File: config.mk
export PLATFORM = sky130hd
export DESIGN_NAME = opp_packet_rx
export DESIGN_NICKNAME = d
export VERILOG_FILES = /design/src/rtl/opp_packet_rx.sv
export SDC_FILE = /design/constraint.sdc
export NUM_CORES = 1
export LEC_CHECK = 0
export ABC_AREA = 1
export ABC_CLOCK_PERIOD_IN_PS = 3640
export BUFFER_PORTS_ARGS = -buffer_cell sky130_fd_sc_hd__buf_2
export CORE_MARGIN = 2
export CORE_UTILIZATION = 25
export CTS_CLUSTER_SIZE = 16
export DETAILED_ROUTE_END_ITERATION = 6
export HOLD_SLACK_MARGIN = 0.15
export PLACE_DENSITY_LB_ADDON = 0.1
export SYNTH_ARGS = -nofsm -noshare
export SYNTH_HDL_FRONTEND = slang
export SYNTH_SLANG_ARGS = --single-unit
File: constraint.sdc
create_clock -name clk -period 3.64 [get_ports clk]
set_clock_uncertainty 0.2 [all_clocks]
set_input_delay 0.728 -clock clk [delete_from_list [all_inputs] [get_ports clk]]
set_output_delay 0.728 -clock clk [all_outputs]
set_load 0.02 [all_outputs]
File: src/rtl/opp_packet_rx.sv
// Opponent-state packet receiver: parses byte-wide rx packets, double-buffers
// validated ones and commits them to the game core only on a video frame boundary.
module opp_packet_rx #(
    parameter logic [7:0] HEADER         = 8'hA5,
    parameter int         PKT_LEN        = 9,
    parameter int         TIMEOUT_FRAMES = 60,
    parameter int         CNT_W          = 8
) (
    input  logic             clk,
    input  logic             rst,
    input  logic             axiiv,
    input  logic [7:0]       axiid,
    input  logic             new_frame,
    output logic [10:0]      r_opp_x,
    output logic [10:0]      r_opp_y,
    output logic [8:0]       r_opp_dir,
    output logic [2:0]       r_opp_game,
    output logic             r_opp_rst,
    output logic             commit_pulse,
    output logic             link_up,
    output logic [CNT_W-1:0] err_count
);

    localparam int IDX_W = $clog2(PKT_LEN + 1);
    localparam int FRM_W = $clog2(TIMEOUT_FRAMES + 1);
    localparam logic [IDX_W-1:0] LAST_IDX  = IDX_W'(PKT_LEN);
    localparam logic [FRM_W-1:0] FRM_MAX   = FRM_W'(TIMEOUT_FRAMES);
    localparam logic [FRM_W-1:0] FRM_PRE   = FRM_W'(TIMEOUT_FRAMES - 1);
    localparam logic [8:0]       DIR_LIMIT = 9'd360;
    localparam logic [CNT_W-1:0] ERR_SAT   = {CNT_W{1'b1}};

    typedef enum logic [1:0] {
        S_IDLE = 2'd0,
        S_RECV = 2'd1,
        S_DROP = 2'd2
    } state_t;

    // Running checksum: XOR of every byte including the checksum byte folds to zero.
    function automatic logic [7:0] cksum_step(input logic [7:0] acc, input logic [7:0] b);
        return acc ^ b;
    endfunction

    state_t           state_r;
    logic [IDX_W-1:0] idx_r;
    logic [7:0]       xor_r;
    logic             hdr_ok_r;
    logic [10:0]      cap_x_r;
    logic [10:0]      cap_y_r;
    logic [8:0]       cap_dir_r;
    logic [2:0]       cap_game_r;
    logic             cap_rst_r;

    logic [10:0]      sh_x_r;
    logic [10:0]      sh_y_r;
    logic [8:0]       sh_dir_r;
    logic [2:0]       sh_game_r;
    logic             sh_rst_r;
    logic             pending_r;

    logic [FRM_W-1:0] frame_cnt_r;
    logic             commit_d_r;

    logic             pkt_end_s;
    logic             accept_s;
    logic             reject_s;
    logic             commit_s;

    assign pkt_end_s = (state_r == S_RECV) && !axiiv;
    assign accept_s  = pkt_end_s && (idx_r == LAST_IDX) && hdr_ok_r &&
                       (xor_r == 8'h00) && (cap_dir_r < DIR_LIMIT);
    assign reject_s  = (pkt_end_s && !accept_s) || ((state_r == S_DROP) && !axiiv);
    assign commit_s  = new_frame && pending_r;

    // Receive FSM: byte capture, running checksum and overlong-packet drop.
    always_ff @(posedge clk) begin
        if (rst) begin
            state_r    <= S_IDLE;
            idx_r      <= '0;
            xor_r      <= 8'h00;
            hdr_ok_r   <= 1'b0;
            cap_x_r    <= 11'd0;
            cap_y_r    <= 11'd0;
            cap_dir_r  <= 9'd0;
            cap_game_r <= 3'd0;
            cap_rst_r  <= 1'b0;
        end else begin
            case (state_r)
                S_IDLE: begin
                    if (axiiv) begin
                        state_r  <= S_RECV;
                        idx_r    <= IDX_W'(1);
                        xor_r    <= axiid;
                        hdr_ok_r <= (axiid == HEADER);
                    end
                end
                S_RECV: begin
                    if (!axiiv) begin
                        state_r <= S_IDLE;
                    end else if (idx_r == LAST_IDX) begin
                        state_r <= S_DROP;
                    end else begin
                        idx_r <= idx_r + IDX_W'(1);
                        xor_r <= cksum_step(xor_r, axiid);
                        case (idx_r)
                            IDX_W'(1): cap_x_r[10:8]  <= axiid[2:0];
                            IDX_W'(2): cap_x_r[7:0]   <= axiid;
                            IDX_W'(3): cap_y_r[10:8]  <= axiid[2:0];
                            IDX_W'(4): cap_y_r[7:0]   <= axiid;
                            IDX_W'(5): cap_dir_r[8]   <= axiid[0];
                            IDX_W'(6): cap_dir_r[7:0] <= axiid;
                            IDX_W'(7): begin
                                cap_game_r <= axiid[2:0];
                                cap_rst_r  <= axiid[4];
                            end
                            default: ;
                        endcase
                    end
                end
                S_DROP: begin
                    if (!axiiv) begin
                        state_r <= S_IDLE;
                    end
                end
                default: state_r <= S_IDLE;
            endcase
        end
    end

    // Shadow buffer: newest accepted packet wins; a commit in the same cycle takes the old copy.
    always_ff @(posedge clk) begin
        if (rst) begin
            sh_x_r    <= 11'd0;
            sh_y_r    <= 11'd0;
            sh_dir_r  <= 9'd0;
            sh_game_r <= 3'd0;
            sh_rst_r  <= 1'b0;
            pending_r <= 1'b0;
        end else if (accept_s) begin
            sh_x_r    <= cap_x_r;
            sh_y_r    <= cap_y_r;
            sh_dir_r  <= cap_dir_r;
            sh_game_r <= cap_game_r;
            sh_rst_r  <= cap_rst_r;
            pending_r <= 1'b1;
        end else if (commit_s) begin
            pending_r <= 1'b0;
        end
    end

    // Committed outputs, delayed commit pulse and saturating reject counter.
    always_ff @(posedge clk) begin
        if (rst) begin
            r_opp_x      <= 11'd0;
            r_opp_y      <= 11'd0;
            r_opp_dir    <= 9'd0;
            r_opp_game   <= 3'd0;
            r_opp_rst    <= 1'b0;
            commit_d_r   <= 1'b0;
            commit_pulse <= 1'b0;
            err_count    <= '0;
        end else begin
            if (commit_s) begin
                r_opp_x    <= sh_x_r;
                r_opp_y    <= sh_y_r;
                r_opp_dir  <= sh_dir_r;
                r_opp_game <= sh_game_r;
                r_opp_rst  <= sh_rst_r;
            end
            commit_d_r   <= commit_s;
            commit_pulse <= commit_d_r;
            if (reject_s && (err_count != ERR_SAT)) begin
                err_count <= err_count + CNT_W'(1);
            end
        end
    end

    // Link health: frames since the last commit, saturating at the timeout.
    always_ff @(posedge clk) begin
        if (rst) begin
            frame_cnt_r <= '0;
            link_up     <= 1'b0;
        end else if (commit_s) begin
            frame_cnt_r <= '0;
            link_up     <= 1'b1;
        end else if (new_frame && (frame_cnt_r != FRM_MAX)) begin
            frame_cnt_r <= frame_cnt_r + FRM_W'(1);
            if (frame_cnt_r == FRM_PRE) begin
                link_up <= 1'b0;
            end
        end
    end

endmodule

### Word-level counts from Yosys, hierarchy flattened

Cells that the tools add are included.

* flip-flop bits (word level): 138
* input bits: 12
* output and inout port bits: 45
* logic and storage cells: 102

* $add $sub $neg: 3
* $lt $le $gt $ge: 1
* equality and inequality tests: 19
* multiplexer cells: 18
* bitwise operators: 2
* reductions and logical operators: 31

Operators by type and width (count)
* $reduce_and 4->1: 8
* $mux 8: 3
* $eq 4x3->1 const B: 4
* $pmux 8 s2: 1
* $mux 4: 3
* $logic_and 1x1->1: 10
* $lt 9x9->1 const B: 1
* $add 8x1->8 const B: 1
* $eq 4x2->1 const B: 2
* $eq 8x8->1 const B: 1
* $logic_not 8->1: 1
* $mux 2: 4
* $ne 2x2->1 const B: 4
* $ne 8x8->1 const B: 1
* $pmux 4 s2: 1
* $reduce_bool 2->1: 4
* $xor 8x8->8: 1
* $add 6x1->6 const B: 1
* $eq 6x6->1 const B: 1
* $ne 6x6->1 const B: 1
* $pmux 2 s3: 1
* $mux 1: 5
* $add 4x1->4 const B: 1
* $eq 4x1->1 const B: 1
* 11 further kinds: 13

### Depth between registers and ports, before layout

* word-level depth: 10
* depth in mapped cells: 11
* depth with buffers taken out: 11

### Worst setup path before layout

Ideal clock, no wire load.

* path kind: input to register
* start: input axiiv
* end: register sh_dir_r[7]
* setup time: 116 ps
* data arrival time: 1698 ps
* required time: 3324 ps
* slack: 1626 ps
* stages on the path: 9
* buffers on the path: 2
* path through: inv_2 nand3_1 nor2_1 nand2_1 or2_1 buf_6 buf_6 o21ai_1 a21oi_1

* word-level cells in the longest chain between the ends: 6

Ends and longest elaborated chain
* from (decl): RTL line 11 `input logic axiiv,`
* $logic_not 1->1
* $logic_and 1x1->1: RTL line 68 `assign pkt_end_s = (state_r == S_RECV) && !axiiv;`
* $logic_and 1x1->1 (3 in a row): RTL line 69 `assign accept_s = pkt_end_s && (idx_r == LAST_IDX) && hdr_ok_r &&`
* $logic_and 1x1->1: RTL line 70 `(xor_r == 8'h00) && (cap_dir_r < DIR_LIMIT);`
* to (signal assigned): RTL line 141 `sh_dir_r <= cap_dir_r;`
* to (decl): RTL line 55 `logic [8:0] sh_dir_r;`

No other way between the ends.
A chain may end at the register's enable or synchronous reset.

### Final worst setup path

* start: register idx_r[1]
* end: register sh_x_r[9]

* word-level cells in the longest chain between the ends: 5

Ends and longest elaborated chain
* from (decl): RTL line 44 `logic [IDX_W-1:0] idx_r;`
* from (signal assigned): RTL line 102 `idx_r <= idx_r + IDX_W'(1);`
* $eq 4x4->1: RTL line 69
* $logic_and 1x1->1 (3 in a row): RTL line 69
* $logic_and 1x1->1: RTL line 70
* to (signal assigned): RTL line 139 `sh_x_r <= cap_x_r;`
* to (decl): RTL line 53 `logic [10:0] sh_x_r;`

No other way between the ends.

==> report_table.html <==
<table>
<tr><th>Metric</th><th>Value</th></tr>
<tr><th colspan="2">Routing</th></tr>
<tr><td>Final routed DRC violation total</td><td>0</td></tr>
<tr><td>Via count</td><td>4148</td></tr>
<tr><td>Total length of routed wires</td><td>12400 um</td></tr>
<tr><td>Average wire length per cell after detail routing</td><td>12.7 um</td></tr>
<tr><td>Antenna violation net count after detailed routing</td><td>0</td></tr>
<tr><td>Vias per Instance</td><td>4.26</td></tr>
<tr><td>Initial DRC Count</td><td>193</td></tr>
<tr><td>First-pass DRT Iterations</td><td>5</td></tr>
<tr><th colspan="2">Pwr</th></tr>
<tr><td>Power density relative to cell area</td><td>534 nW/um^2</td></tr>
<tr><td>Peak VDD IR</td><td>0.276 mV</td></tr>
<tr><td>Lkg Pwr</td><td>2.54 nW</td></tr>
<tr><th colspan="2">Clock tree</th></tr>
<tr><td>Root Buffer</td><td>clkbuf_16</td></tr>
<tr><td>Deepest clock path buffer count</td><td>2</td></tr>
<tr><td># H-tree levels</td><td>4</td></tr>
<tr><td>Post-CTS Setup Inserts</td><td>0</td></tr>
<tr><td>CTS tree</td><td>done</td></tr>
<tr><td># resized after CTS</td><td>0</td></tr>
<tr><td>Clock insertion delay at the later pin of the skew report</td><td>0.41 ns</td></tr>
<tr><td>Number of clock sinks</td><td>138</td></tr>
<tr><td>Cts hold-fix bufs</td><td>0</td></tr>
<tr><td>TritonCTS buffer count</td><td>17</td></tr>
<tr><td>Clock slew at reported path FFs</td><td>0.06 ns</td></tr>
<tr><th colspan="2">STA</th></tr>
<tr><td>Relative slew slack</td><td>0.369</td></tr>
<tr><td>Max-slew violation count</td><td>0</td></tr>
<tr><td>Final-report hold violation count</td><td>0</td></tr>
<tr><td>Slew at the pin closest to its max-slew limit</td><td>0.945 ns</td></tr>
<tr><td>Setup TNS after final layout</td><td>0 ns</td></tr>
<tr><td>Final worst-path cycle share</td><td>0.688</td></tr>
<tr><td>Final hold slack</td><td>0.200 ns</td></tr>
<tr><td>Maximum frequency from static timing analysis</td><td>399 MHz</td></tr>
<tr><td># setup viols final</td><td>0</td></tr>
<tr><td>Final worst path period need</td><td>2.50 ns</td></tr>
<tr><td>Unrepaired setup endpoints after global routing</td><td>false</td></tr>
<tr><th colspan="2">Logic synthesis</th></tr>
<tr><td>Number of warnings issued by yosys</td><td>0</td></tr>
<tr><td>Post-synth design cell area</td><td>5180 sq um</td></tr>
<tr><td>Number of cells produced by synthesis</td><td>640</td></tr>
<tr><td>Sequential cell area fraction in the yosys report</td><td>0.533</td></tr>
<tr><td>Nets in the synthesized netlist</td><td>659</td></tr>
<tr><td>Synthesized area per cell</td><td>8.10 sq um</td></tr>
<tr><td>Count of state elements after synthesis</td><td>138</td></tr>
<tr><td>Netlist cell types</td><td>29</td></tr>
<tr><th colspan="2">GRT</th></tr>
<tr><td>Number of global-route vias before repair</td><td>4001</td></tr>
<tr><td>Global router's overall resource usage</td><td>0.119</td></tr>
<tr><td>Largest net degree at the start of global routing</td><td>82</td></tr>
<tr><td>Overflow left after global routing</td><td>0</td></tr>
<tr><td>Antenna violations before repair</td><td>0</td></tr>
<tr><td>First-pass GRT wire length</td><td>20500 um</td></tr>
<tr><th colspan="2">Finish</th></tr>
<tr><td>Most used cells in the layout excluding fill and tap cells</td><td>dfxtp_1, a21oi_1, nand2_1</td></tr>
<tr><td>Final Non-Filler Cells</td><td>973</td></tr>
<tr><td>Share of post-route cells with drive strength above 1</td><td>0.154</td></tr>
<tr><td>Number of diodes</td><td>0</td></tr>
<tr><td>Final cell area excluding filler cells</td><td>6240 sq um</td></tr>
<tr><td>Area growth from synthesis to final layout</td><td>20.4%</td></tr>
<tr><td>Leading cell type in the layout, fill and taps excluded</td><td>dfxtp_1</td></tr>
<tr><td>Nets@finish</td><td>709</td></tr>
<tr><td>Finished Core Util</td><td>0.307</td></tr>
<tr><th colspan="2">Floorplan</th></tr>
<tr><td>Floorplan die height</td><td>148 um</td></tr>
<tr><td>Number of rows in the core area</td><td>52</td></tr>
<tr><td>Die Outline Area</td><td>21900 sq um</td></tr>
<tr><td>Core area</td><td>20300 sq um</td></tr>
<tr><td>I/O pin total</td><td>57</td></tr>
<tr><td>Initial core utilization</td><td>0.255</td></tr>
<tr><td>DIE WIDTH</td><td>148 um</td></tr>
<tr><th colspan="2">Critical path</th></tr>
<tr><td>CP Max Fanout</td><td>45</td></tr>
<tr><td>Worst R2R End</td><td>sh_x_r[9]</td></tr>
<tr><td>Type of element capturing the critical path</td><td>register</td></tr>
<tr><td>Slowest-stage cell, CP</td><td>or2_2</td></tr>
<tr><td>Sort of element at the start of the critical path</td><td>register</td></tr>
<tr><td>List of cells traversed by the critical path</td><td>inv_1, ha_1, nand3_2, nor2_1, nand2_1, or2_2, buf_4, o21ai_1, a21oi_1</td></tr>
<tr><td>Launch point of the worst path</td><td>idx_r[1]</td></tr>
<tr><td>Data arrival time of the worst path</td><td>2.65 ns</td></tr>
<tr><td>Cell count of the worst reg-to-reg path</td><td>9</td></tr>
<tr><td>Setup CP Type</td><td>register to register</td></tr>
<tr><td>Startpoint of the worst-slack reg-to-reg timing path</td><td>idx_r[1]</td></tr>
<tr><td>CP Data Required Time</td><td>3.78 ns</td></tr>
<tr><td>R2R Setup Slk</td><td>1.14 ns</td></tr>
<tr><td>End of the critical path</td><td>sh_x_r[9]</td></tr>
<tr><td>Stage delay of the slowest cell on the critical path</td><td>0.66 ns</td></tr>
<tr><th colspan="2">Placement</th></tr>
<tr><td>Post-Place Cell Area</td><td>5660 sq um</td></tr>
<tr><td>HPWL reported at the end of detailed placement</td><td>8600 um</td></tr>
<tr><td>Port bufs</td><td>56</td></tr>
<tr><td>Weighted congestion at the end of routability-driven global placement</td><td>0.746</td></tr>
<tr><td>Dpl cells</td><td>941</td></tr>
<tr><th colspan="2">Flow run</th></tr>
<tr><td>Max Cap Viol</td><td>0</td></tr>
<tr><th colspan="2">Status</th></tr>
<tr><td>Outcome</td><td>finished, final reports clean</td></tr>
<tr><th colspan="2">Min path</th></tr>
<tr><td>Hold WC Path Type</td><td>register to register</td></tr>
</table>
## registers in the layout, summed over array words and instances, names as in the netlist, 4 cells and up
name	flops
cap_dir_r	9
r_opp_x	11
idx_r	4
sh_x_r	11
xor_r	8
r_opp_y	11
frame_cnt_r	6
cap_y_r	11
sh_dir_r	9
r_opp_dir	9
sh_y_r	11
cap_x_r	11
err_count	8
## metrics by stage
step | worst slack, ns | total power [mW]
2_1_floorplan | 1.63 | 1.64
3_3_place_gp | 0.944 | 1.68
3_5_place_dp | 0.898 | 1.68
4_1_cts | 1.10 | 3.39
5_1_grt | 0.852 | 3.48
6_report | 1.14 | 3.33
## cell type report
| type | instances | area (sq um) |
|---|---|---|
| fillers | 2211 | 14100 |
| clock buffers | 19 | 433 |
| multi-input cells | 388 | 1920 |
| clock inverters | 13 | 145 |
| inverters | 85 | 319 |
| repair buffers | 60 | 323 |
| flip-flops and latches | 138 | 2760 |
| well taps | 270 | 338 |
## worst min path at each step
stage | cells after the start | to | startpoint
6_report | 2 | commit_pulse | commit_d_r
5_1_grt | 2 | commit_pulse | commit_d_r
4_1_cts | 2 | commit_pulse | commit_d_r
3_5_place_dp | 2 | commit_pulse | commit_d_r
3_3_place_gp | 2 | commit_pulse | commit_d_r
2_1_floorplan | 2 | commit_pulse | commit_d_r
## routing by layer
layer  routed length [um]  GRT usage  vias to the layer above
li1                     -          -                     2204
met1                 6230      0.157                     1870
met2                 5610      0.182                       63
met3                  420     0.0377                       11
met4                  133     0.0438                        0
met5                    0          0                        -
## critical path: cells and delay by family (launching register included)
kind                       cells  cell delay, ns
AOI/OAI and AO/OA              2            0.21
adders and majority gates      1            0.23
buffers and inverters          2            0.45
DFF                            1            0.39
and+or+nand+nor                4            0.92
## synthesized netlist by cell type
cell,count,area (sq um)
nor2_1,39,146
buf_6,8,90.1
a21oi_1,92,460
buf_2,3,15.0
ha_1,7,87.6
nand3_2,2,20.0
xor2_1,3,26.3
o21ai_0,82,410
nor3_1,4,20.0
or2_1,1,6.26
clkbuf_1,14,52.6
buf_4,3,22.5
inv_1,80,300
o21bai_1,1,7.51
nor2_2,1,6.26
inv_2,5,18.8
nand2_4,2,22.5
a22oi_1,1,7.51
nand3_1,23,115
nor2_4,2,22.5
buf_1,1,3.75
nor3_4,1,16.3
nand4_1,2,12.5
nand2_1,84,315
dfxtp_1,138,2760
nand2_2,2,12.5
o21ai_1,37,185
o211ai_1,1,7.51
nor3b_1,1,7.51
## report_power, final
part	leakage [nW]	internal, mW	switching [mW]
combinational	1.15	0.0350	0.0822
clock	0.279	1.01	0.669
sequential	1.11	1.52	0.00866
## cells by family (layout without fill, tap and decap cells)
kind of cell | Yosys count | in the layout | share of synthesized area
AOI/OAI and AO/OA | 214 | 214 | 0.208
and+or+nand+nor | 164 | 164 | 0.140
buffers and inverters | 114 | 177 | 0.0971
DFF | 138 | 138 | 0.533
xor gates and xnor gates | 3 | 3 | 0.00507
adders and majority gates | 7 | 7 | 0.0169
No activity file was read; power rests on OpenSTA's default activity.
